--- src/rtl/cpu_ctrl_pkg.sv ---
// Shared types and encodings for the multi-cycle RV32 control unit.
// Holds the FSM state enum, opcode constants, ALU control codes and mux select codes.
package cpu_ctrl_pkg;

    typedef enum logic [3:0] {
        FETCH,
        DECODE,
        EXEC_R,
        EXEC_I,
        ALU_WB,
        MEM_ADDR,
        MEM_RD,
        LOAD_WB,
        MEM_WR,
        BRANCH,
        HALT
    } state_t;

    localparam logic [6:0] OP_R  = 7'b0110011;
    localparam logic [6:0] OP_I  = 7'b0010011;
    localparam logic [6:0] OP_LD = 7'b0000011;
    localparam logic [6:0] OP_ST = 7'b0100011;
    localparam logic [6:0] OP_BR = 7'b1100011;

    localparam logic [3:0] ALU_AND = 4'b0000;
    localparam logic [3:0] ALU_OR  = 4'b0001;
    localparam logic [3:0] ALU_ADD = 4'b0010;
    localparam logic [3:0] ALU_XOR = 4'b0011;
    localparam logic [3:0] ALU_SLL = 4'b0100;
    localparam logic [3:0] ALU_SRL = 4'b0101;
    localparam logic [3:0] ALU_SUB = 4'b0110;
    localparam logic [3:0] ALU_SLT = 4'b0111;
    localparam logic [3:0] ALU_SRA = 4'b1101;

    localparam logic [1:0] SRC_A_PC     = 2'd0;
    localparam logic [1:0] SRC_A_OLD_PC = 2'd1;
    localparam logic [1:0] SRC_A_RS1    = 2'd2;

    localparam logic [1:0] SRC_B_RS2    = 2'd0;
    localparam logic [1:0] SRC_B_FOUR   = 2'd1;
    localparam logic [1:0] SRC_B_IMM    = 2'd2;
    localparam logic [1:0] SRC_B_IMM_BR = 2'd3;

    // Branch condition from rs1 - rs2 flags; signed overflow is deliberately ignored.
    function automatic logic branch_taken(input logic [2:0] funct3,
                                          input logic       zero,
                                          input logic       sign);
        case (funct3)
            3'b000:  return zero;
            3'b001:  return !zero;
            3'b100:  return sign;
            3'b101:  return !sign;
            default: return 1'b0;
        endcase
    endfunction

endpackage

--- src/rtl/alu_ctrl_dec.sv ---
// Combinational ALU operation select from FSM state and instruction function fields.
// Anything outside the execute/branch states gets ADD.
module alu_ctrl_dec
    import cpu_ctrl_pkg::*;
(
    input  state_t     state,
    input  logic       funct7_b5,
    input  logic [2:0] funct3,
    output logic [3:0] alu_control
);

    always_comb begin
        alu_control = ALU_ADD;
        case (state)
            EXEC_R, EXEC_I: begin
                case (funct3)
                    // Immediate forms have no SUB, so bit 30 belongs to the immediate there.
                    3'b000: alu_control = (state == EXEC_R && funct7_b5) ? ALU_SUB : ALU_ADD;
                    3'b001: alu_control = ALU_SLL;
                    3'b010: alu_control = ALU_SLT;
                    3'b100: alu_control = ALU_XOR;
                    3'b101: alu_control = funct7_b5 ? ALU_SRA : ALU_SRL;
                    3'b110: alu_control = ALU_OR;
                    3'b111: alu_control = ALU_AND;
                    default: alu_control = ALU_ADD;
                endcase
            end
            BRANCH:  alu_control = ALU_SUB;
            default: alu_control = ALU_ADD;
        endcase
    end

endmodule

--- src/rtl/multi_cycle_ctrl.sv ---
// Multi-cycle RV32 control FSM: sequences fetch, decode, execute, memory and writeback
// for the shared datapath, and counts retired instructions.
module multi_cycle_ctrl
    import cpu_ctrl_pkg::*;
#(
    parameter int CNT_WIDTH = 32
) (
    input  logic                 clk,
    input  logic                 reset_b,
    input  logic [31:0]          ir,
    input  logic                 alu_zero,
    input  logic                 alu_sign,
    input  logic                 mem_ready,
    output logic                 pc_write,
    output logic                 pc_src,
    output logic                 old_pc_write,
    output logic                 ir_write,
    output logic                 iord,
    output logic                 mem_read,
    output logic                 mem_write,
    output logic                 mem_to_reg,
    output logic                 reg_write,
    output logic [1:0]           alu_src_a,
    output logic [1:0]           alu_src_b,
    output logic [3:0]           alu_control,
    output logic                 inst_retired,
    output logic [CNT_WIDTH-1:0] retire_count,
    output logic                 halted
);

    state_t     state;
    state_t     state_nxt;
    logic [6:0] opcode;
    logic [2:0] funct3;
    logic       funct7_b5;
    logic       unused_ir_bits;

    assign opcode         = ir[6:0];
    assign funct3         = ir[14:12];
    assign funct7_b5      = ir[30];
    assign unused_ir_bits = ^{ir[31], ir[29:15], ir[11:7]};

    always_ff @(posedge clk or negedge reset_b) begin
        if (!reset_b) state <= FETCH;
        else          state <= state_nxt;
    end

    always_ff @(posedge clk or negedge reset_b) begin
        if (!reset_b)          retire_count <= '0;
        else if (inst_retired) retire_count <= retire_count + {{(CNT_WIDTH-1){1'b0}}, 1'b1};
    end

    alu_ctrl_dec u_alu_ctrl_dec (
        .state       (state),
        .funct7_b5   (funct7_b5),
        .funct3      (funct3),
        .alu_control (alu_control)
    );

    always_comb begin
        state_nxt    = state;
        pc_write     = 1'b0;
        pc_src       = 1'b0;
        old_pc_write = 1'b0;
        ir_write     = 1'b0;
        iord         = 1'b0;
        mem_read     = 1'b0;
        mem_write    = 1'b0;
        mem_to_reg   = 1'b0;
        reg_write    = 1'b0;
        alu_src_a    = SRC_A_PC;
        alu_src_b    = SRC_B_RS2;
        inst_retired = 1'b0;
        halted       = 1'b0;

        case (state)
            FETCH: begin
                mem_read  = 1'b1;
                alu_src_b = SRC_B_FOUR;
                if (mem_ready) begin
                    ir_write     = 1'b1;
                    old_pc_write = 1'b1;
                    pc_write     = 1'b1;
                    state_nxt    = DECODE;
                end
            end
            DECODE: begin
                // Branch target is precomputed here so BRANCH only has to compare.
                alu_src_a = SRC_A_OLD_PC;
                alu_src_b = SRC_B_IMM_BR;
                case (opcode)
                    OP_R:         state_nxt = EXEC_R;
                    OP_I:         state_nxt = EXEC_I;
                    OP_LD, OP_ST: state_nxt = MEM_ADDR;
                    OP_BR:        state_nxt = BRANCH;
                    default:      state_nxt = HALT;
                endcase
            end
            EXEC_R: begin
                alu_src_a = SRC_A_RS1;
                alu_src_b = SRC_B_RS2;
                state_nxt = ALU_WB;
            end
            EXEC_I: begin
                alu_src_a = SRC_A_RS1;
                alu_src_b = SRC_B_IMM;
                state_nxt = ALU_WB;
            end
            ALU_WB: begin
                reg_write    = 1'b1;
                inst_retired = 1'b1;
                state_nxt    = FETCH;
            end
            MEM_ADDR: begin
                alu_src_a = SRC_A_RS1;
                alu_src_b = SRC_B_IMM;
                state_nxt = (opcode == OP_ST) ? MEM_WR : MEM_RD;
            end
            MEM_RD: begin
                iord     = 1'b1;
                mem_read = 1'b1;
                if (mem_ready) state_nxt = LOAD_WB;
            end
            LOAD_WB: begin
                reg_write    = 1'b1;
                mem_to_reg   = 1'b1;
                inst_retired = 1'b1;
                state_nxt    = FETCH;
            end
            MEM_WR: begin
                iord      = 1'b1;
                mem_write = 1'b1;
                if (mem_ready) begin
                    inst_retired = 1'b1;
                    state_nxt    = FETCH;
                end
            end
            BRANCH: begin
                alu_src_a    = SRC_A_RS1;
                alu_src_b    = SRC_B_RS2;
                pc_src       = 1'b1;
                pc_write     = branch_taken(funct3, alu_zero, alu_sign);
                inst_retired = 1'b1;
                state_nxt    = FETCH;
            end
            HALT: begin
                halted    = 1'b1;
                state_nxt = HALT;
            end
            default: state_nxt = FETCH;
        endcase
    end

endmodule

--- config.mk ---
export PLATFORM = sky130hd
export DESIGN_NAME = multi_cycle_ctrl
export DESIGN_NICKNAME = d
export VERILOG_FILES = /design/src/rtl/cpu_ctrl_pkg.sv /design/src/rtl/alu_ctrl_dec.sv /design/src/rtl/multi_cycle_ctrl.sv
export SDC_FILE = /design/constraint.sdc
export NUM_CORES = 1
export LEC_CHECK = 0
export ABC_AREA = 1
export BUFFER_PORTS_ARGS = -buffer_cell sky130_fd_sc_hd__buf_2
export CAP_MARGIN = 20
export CORE_ASPECT_RATIO = 1.1
export CORE_MARGIN = 2
export CORE_UTILIZATION = 54
export CTS_CLUSTER_DIAMETER = 150
export DETAILED_ROUTE_END_ITERATION = 8
export GPL_TIMING_DRIVEN = 0
export MAX_ROUTING_LAYER = met4
export PLACE_DENSITY = 0.91
export REMOVE_ABC_BUFFERS = 1
export SLEW_MARGIN = 20
export SYNTH_ARGS = -nofsm -noshare
export SYNTH_HDL_FRONTEND = slang
export SYNTH_SLANG_ARGS = --single-unit
--- constraint.sdc ---
create_clock -name clk -period 2.7 [get_ports clk]
set_input_delay 0.675 -clock clk [delete_from_list [all_inputs] [get_ports clk]]
set_output_delay 0.675 -clock clk [all_outputs]
set_load 0.02 [all_outputs]
======== After elaboration in Yosys (flattened, before gate mapping) ========
Index checks and enable logic that the tools add are counted.
cells by class
  mux-type cells .......................... 24
  add/subtract/negate cells ............... 1
  eq/ne operators ......................... 24
  reduce and logical (&&, ||, !) cells .... 14
operators by type and width
  cell                                                              number
  4-bit one-hot mux with 7 select lines                             2
  32-bit by 1-bit adder with 32-bit output (second input constant)  1
  4-bit 2-to-1 mux                                                  5
  4-bit by 3-bit == test with 1-bit output (second input constant)  4
  4-bit one-hot mux with 4 select lines                             1
  7-bit by 6-bit == test with 1-bit output (second input constant)  2
  3-bit == test (second input constant)                             4
  4-bit == test (second input constant)                             3
  2-bit OR reduction                                                6
  1-bit 2-to-1 mux                                                  9
  4-bit by 2-bit == test with 1-bit output (second input constant)  2
  4-bit one-hot mux with 2 select lines                             1
  7-bit by 2-bit == test with 1-bit output (second input constant)  1
  7-bit by 5-bit == test with 1-bit output (second input constant)  1
  7-bit == test (second input constant)                             1
  2-bit != test (second input constant)                             3
  2-bit one-hot mux with 3 select lines                             1
  4-bit by 1-bit == test with 1-bit output (second input constant)  1
  4-bit zero test                                                   1
  1-bit one-hot mux with 2 select lines                             2
  1-bit one-hot mux with 4 select lines                             1
  2-bit one-hot mux with 2 select lines                             1
  4-bit OR reduction                                                1
  3-bit by 1-bit == test with 1-bit output (second input constant)  1
  7 further kinds                                                   8
storage, ports and cells
  output and inout port bits .............. 51
  flip-flop bits (word level) ............. 36
  logic and storage cells ................. 65
  input port bits ......................... 37

======== Longest topological paths before layout ========
  word-level depth ........................ 5
  depth in mapped cells ................... 10
  gate-level depth less buffers ........... 10

======== Modules after synthesis ========
Synthesis repeated with hierarchy kept, for this count alone.
second synthesis, totals
  cells, all modules ...................... 331
  area total of the unflattened synthesis .. 2274.7 um^2
modules (own cells, without submodules)
  module            area an instance (um^2)  times used  sequential area each (um^2)  cells an instance
  multi_cycle_ctrl  2185.8                   1           900.9                        309
  alu_ctrl_dec      88.8                     1           0.0                          22

======== Worst setup path before layout ========
No wires, ideal clock.
  path kind ............................... register to output
  from .................................... register state[2]
  to ...................................... output alu_control[2]
  arrival ................................. 1421 ps
  required time ........................... 2025 ps
  stages on the path, launching flop included .. 6
  path buffers ............................ 0
  slack ................................... 604 ps
  cell sequence ........................... dfrtp_1 -> nor2_1 -> inv_1 -> nor2_1 -> nor2_1 -> a21oi_1
between the ends
  longest elaborated chain between the ends .. 5
  elaborated cells on any way between the ends .. 8
  classes of those cells .................. 3 x eq/ne; 3 x mux; 2 x reduce/logical
RTL lines
  item                                      line                                    RTL
  start: declaration                        multi_cycle_ctrl.sv:31                  state_t state;
  start signal: assignment                  multi_cycle_ctrl.sv:45                  else state <= state_nxt;
  4-bit by 2-bit == test with 1-bit output  alu_ctrl_dec.sv:14, alu_ctrl_dec.sv:18
  1-bit logical AND                         alu_ctrl_dec.sv:18                      3'b000: alu_control = (state == EXEC_R && funct7_b5) ? ALU_SUB : ALU_ADD;
  3-bit 2-to-1 mux                          alu_ctrl_dec.sv:18
  4-bit one-hot mux with 7 select lines     alu_ctrl_dec.sv:16                      case (funct3)
  4-bit one-hot mux with 2 select lines *   alu_ctrl_dec.sv:14                      case (state)
  end: declaration                          multi_cycle_ctrl.sv:25                  output logic [3:0] alu_control,
Mark *: on every way between the ends. The rest lies on a longest branch, timed or not.

======== Worst setup path after layout ========
  from .................................... register state[3]
  to ...................................... output inst_retired
between the ends
  longest elaborated chain between the ends .. 3
  elaborated cells on any way between the ends .. 6
  classes of those cells .................. 4 x eq/ne; 1 x mux; 1 x reduce/logical
RTL lines
  item                                                                              line                    RTL
  4-bit by 3-bit == test with 1-bit output / 4-bit == test (equally long branches)  multi_cycle_ctrl.sv:76  case (state)
  3-bit OR reduction (no line)                                                      --
  1-bit one-hot mux with 2 select lines *                                           multi_cycle_ctrl.sv:76
  end: declaration                                                                  multi_cycle_ctrl.sv:26  output logic inst_retired,
Marked as above.

==> impl_summary.txt <==
----------------------------------------------------
[Placed design]
  Cell Count Post-Placement ... 492
  Number of buffers added on ports ... 66
  DP Worst Slack ... 276 ps
  Final estimated routing congestion in global placement ... 0.889
  Dpl hpwl ... 4.48 mm

[Floorplanning]
  Floorplan row count ... 25
  Ports placed on the boundary ... 88
  Core Region ... 4350 sq um
  Y dimension of the die ... 74.8 um
  Die X-Extent ... 68.3 um
  Total Die Area ... 5110 sq um
  Starting utilization of the core area ... 56.5%

[Cells and area]
  Post-layout instance count excluding filler cells ... 500
  Ant diodes ... 0
  Area growth from synthesis to final layout ... 18.0%
  Net total in the final layout ... 483
  Core Util, Final ... 66.7%
  Share of post-route cells with drive strength above 1 ... 19.7%

[CTS]
  Insertion delay of the later-clocked pin in the worst-skew pair ... 290 ps
  Max Buffers Root-to-Sink ... 2
  Clock slew at reported path FFs ... 70 ps
  TritonCTS clock tree ... yes
  Quantity of gates resized following cts ... 0
  Root buffer cell ... sky130_fd_sc_hd__clkbuf_8
  Total of hold buffers inserted after clock tree synthesis ... 0
  Number of setup buffers added after CTS ... 0
  CTS H-tree depth ... 2
  CTS Sinks ... 36
  Clock buffers created by TritonCTS ... 5

[Setup path]
  Cell with the largest stage delay on the worst path ... sky130_fd_sc_hd__nand2_2
  Start point of the critical path ... state[3]
  Top Family by Delay on Critical Path ... simple AND/OR/NAND/NOR gates
  Ordered cell list for the critical path ... inv_1 -> nor2_1 -> o211ai_1 -> nand2_2 -> buf_2
  Critical register-to-register path endpoint ... retire_count[21]
  CP bufs+invs ... 2
  Worst setup endpoint ... inst_retired
  CP Capture Type ... primary output
  Startpoint type of the worst setup path ... flip-flop
  Worst flop-to-flop path startpoint ... state[3]
  Signal arrival time at the worst endpoint ... 1850 ps
  Count of cell instances traversed by the critical path ... 5
  Maximum cell stage delay along the critical path ... 550 ps
  Crit Path Max Fanout ... 38
  Reg2Reg Setup Slack ... 800 ps
  Number of cells on the worst reg-to-reg path ... 7
  Critical path type ... flip-flop to primary output
  Critical path required time ... 2030 ps

[Yosys]
  Warnings from Yosys ... 0
  Proportion of synthesized chip area in sequential cells ... 36.7%
  Number of library cell types mapped by synthesis ... 25
  Number of cells produced by synthesis ... 377
  Post-synth top flop ... sky130_fd_sc_hd__dfrtp_1
  Mapped Avg Cell Area ... 6.52 sq um
  Flops & latches, synth ... 36
  Netlist Area Pre-Place ... 2460 sq um
  Count of flip-flops with a built-in enable after synthesis ... 0
  Post-synthesis async set-or-reset flop share ... 100%

[Routing]
  Pre-antenna DRT Iters ... 5
  Initial DRC count ... 247
  DRT antenna net count ... 0
  Number of remaining DRC errors ... 0
  Vias per std cell ... 5.30
  Via total after detailed routing ... 2,649
  Detailed-route wire length per cell ... 11.8 um
  Final wirelength ... 5.90 mm

[GRT]
  Global-route wire length before repair ... 10.1 mm
  Largest net degree at the start of global routing ... 39
  GRT overflow ... 0
  Combined global-route utilization of all metal layers ... 26.7%
  Antenna violations before repair ... 0
  Vias in the first global route ... 2,495

[Timing]
  Post-Route Skew ... 5.62 ps
  Tcrit/Tclk final ... 93.7%
  Least setup slack across all paths after layout ... 171 ps
  RSZ-0062 raised after global routing ... no
  Remaining max-slew budget at the tightest pin ... 46.7%
  Final period demand of the worst path ... 2530 ps
  Count of pins over their slew limit ... 0
  Setup TNS ... 0 ps
  Achievable clock frequency ... 0.395 GHz
  Worst hold margin ... 467 ps
  Pin slew with the least headroom to its limit ... 799 ps
  Final Hold Viols ... 0
  Setup violators final ... 0

[Pwr]
  Power per cell area ... 623 nW/um^2
  Leakage power figure ... 1.46 nW
  Worst VDD drop ... 0.621 mV

[Hold path]
  Kind of path behind the tightest hold check ... input pin to async pin

[Flow run]
  Count of max-cap constraint violations ... 0

[Run status]
  Run status ... complete, no violations

----------------------------------------------------
[metrics by stage]
stage          cell area (sq um)  power [W]
2_1_floorplan               2410    0.00117
3_3_place_gp                2810    0.00140
3_5_place_dp                2810    0.00141
4_1_cts                     2900    0.00181
5_1_grt                     2900    0.00192
6_report                    2900    0.00181
[routing by layer]
layer  vias to the layer above  wire length [um]  track usage, %
li1                       1288                 -               -
met1                      1222              2370            29.2
met2                       121              2970            45.0
met3                        18               386            5.83
met4                         0               168            14.2
met5                         -                 0               -
[registers in the layout, summed over array words and instances (netlist names)]
register / count
state: 4
retire_count: 32
[layout by cell type (no fill, tap or decap), types with 2 or more instances in the layout]
| cell type | instances |
|---|---|
| sky130_fd_sc_hd__a21oi_1 | 3 |
| sky130_fd_sc_hd__buf_2 | 66 |
| sky130_fd_sc_hd__clkbuf_1 | 2 |
| sky130_fd_sc_hd__clkbuf_8 | 6 |
| sky130_fd_sc_hd__dfrtp_1 | 36 |
| sky130_fd_sc_hd__inv_1 | 49 |
| sky130_fd_sc_hd__inv_2 | 2 |
| sky130_fd_sc_hd__nand2_1 | 139 |
| sky130_fd_sc_hd__nand2_2 | 4 |
| sky130_fd_sc_hd__nand3_1 | 24 |
| sky130_fd_sc_hd__nand3_2 | 2 |
| sky130_fd_sc_hd__nand4_1 | 9 |
| sky130_fd_sc_hd__nor2_1 | 60 |
| sky130_fd_sc_hd__nor2_2 | 4 |
| sky130_fd_sc_hd__nor2_4 | 3 |
| sky130_fd_sc_hd__nor3_1 | 4 |
| sky130_fd_sc_hd__o21ai_0 | 5 |
| sky130_fd_sc_hd__o21ai_1 | 3 |
| sky130_fd_sc_hd__xnor2_1 | 14 |
| sky130_fd_sc_hd__xor2_1 | 5 |
[cell families (layout without fill, tap and decap cells)]
kind of cell               Yosys count  after routing  synth area share (%)
AOI/OAI and AO/OA                   15             15                  3.51
DFF                                 36             36                  36.7
buffers and inverters               56            125                  9.62
adders and majority gates            1              1                 0.509
xor gates and xnor gates            19             19                  6.77
and+or+nand+nor                    250            250                  42.9
[Yosys cell counts (4+ instances only)]
master | number | area, sq um
sky130_fd_sc_hd__nand3_1 | 24 | 120
sky130_fd_sc_hd__nor3_1 | 4 | 20.0
sky130_fd_sc_hd__nor2_2 | 4 | 25.0
sky130_fd_sc_hd__nand4_1 | 9 | 56.3
sky130_fd_sc_hd__dfrtp_1 | 36 | 901
sky130_fd_sc_hd__nand2_1 | 139 | 522
sky130_fd_sc_hd__nand2_2 | 4 | 25.0
sky130_fd_sc_hd__inv_1 | 49 | 184
sky130_fd_sc_hd__xor2_1 | 5 | 43.8
sky130_fd_sc_hd__xnor2_1 | 14 | 123
sky130_fd_sc_hd__o21ai_0 | 5 | 25.0
sky130_fd_sc_hd__nor2_1 | 60 | 225
[how the worst min path moves through the flow]
stage,startpoint,endpoint,cells after the start
after global placement,retire_count[9],retire_count[9],1
after detailed placement,retire_count[9],retire_count[9],1
after floorplan,reset_b,retire_count[0],0
final,reset_b,retire_count[14],1
after CTS,reset_b,retire_count[8],1
after global routing,reset_b,retire_count[18],1
[where the power goes]
group | switching [W] | internal, W
combinational | 0.000537 | 0.000214
clock | 0.000191 | 0.000208
sequential | 0.0000602 | 0.000597
[final cells by class]
type / instances / area, sq um
repair buffers: 66 / 330
well taps: 54 / 67.6
clock buffers: 8 / 90.1
multi-input cells: 285 / 1320
flip-flops and latches: 36 / 901
inverters: 51 / 191
fillers: 363 / 1450
No activity file was read; power rests on OpenSTA's default activity.
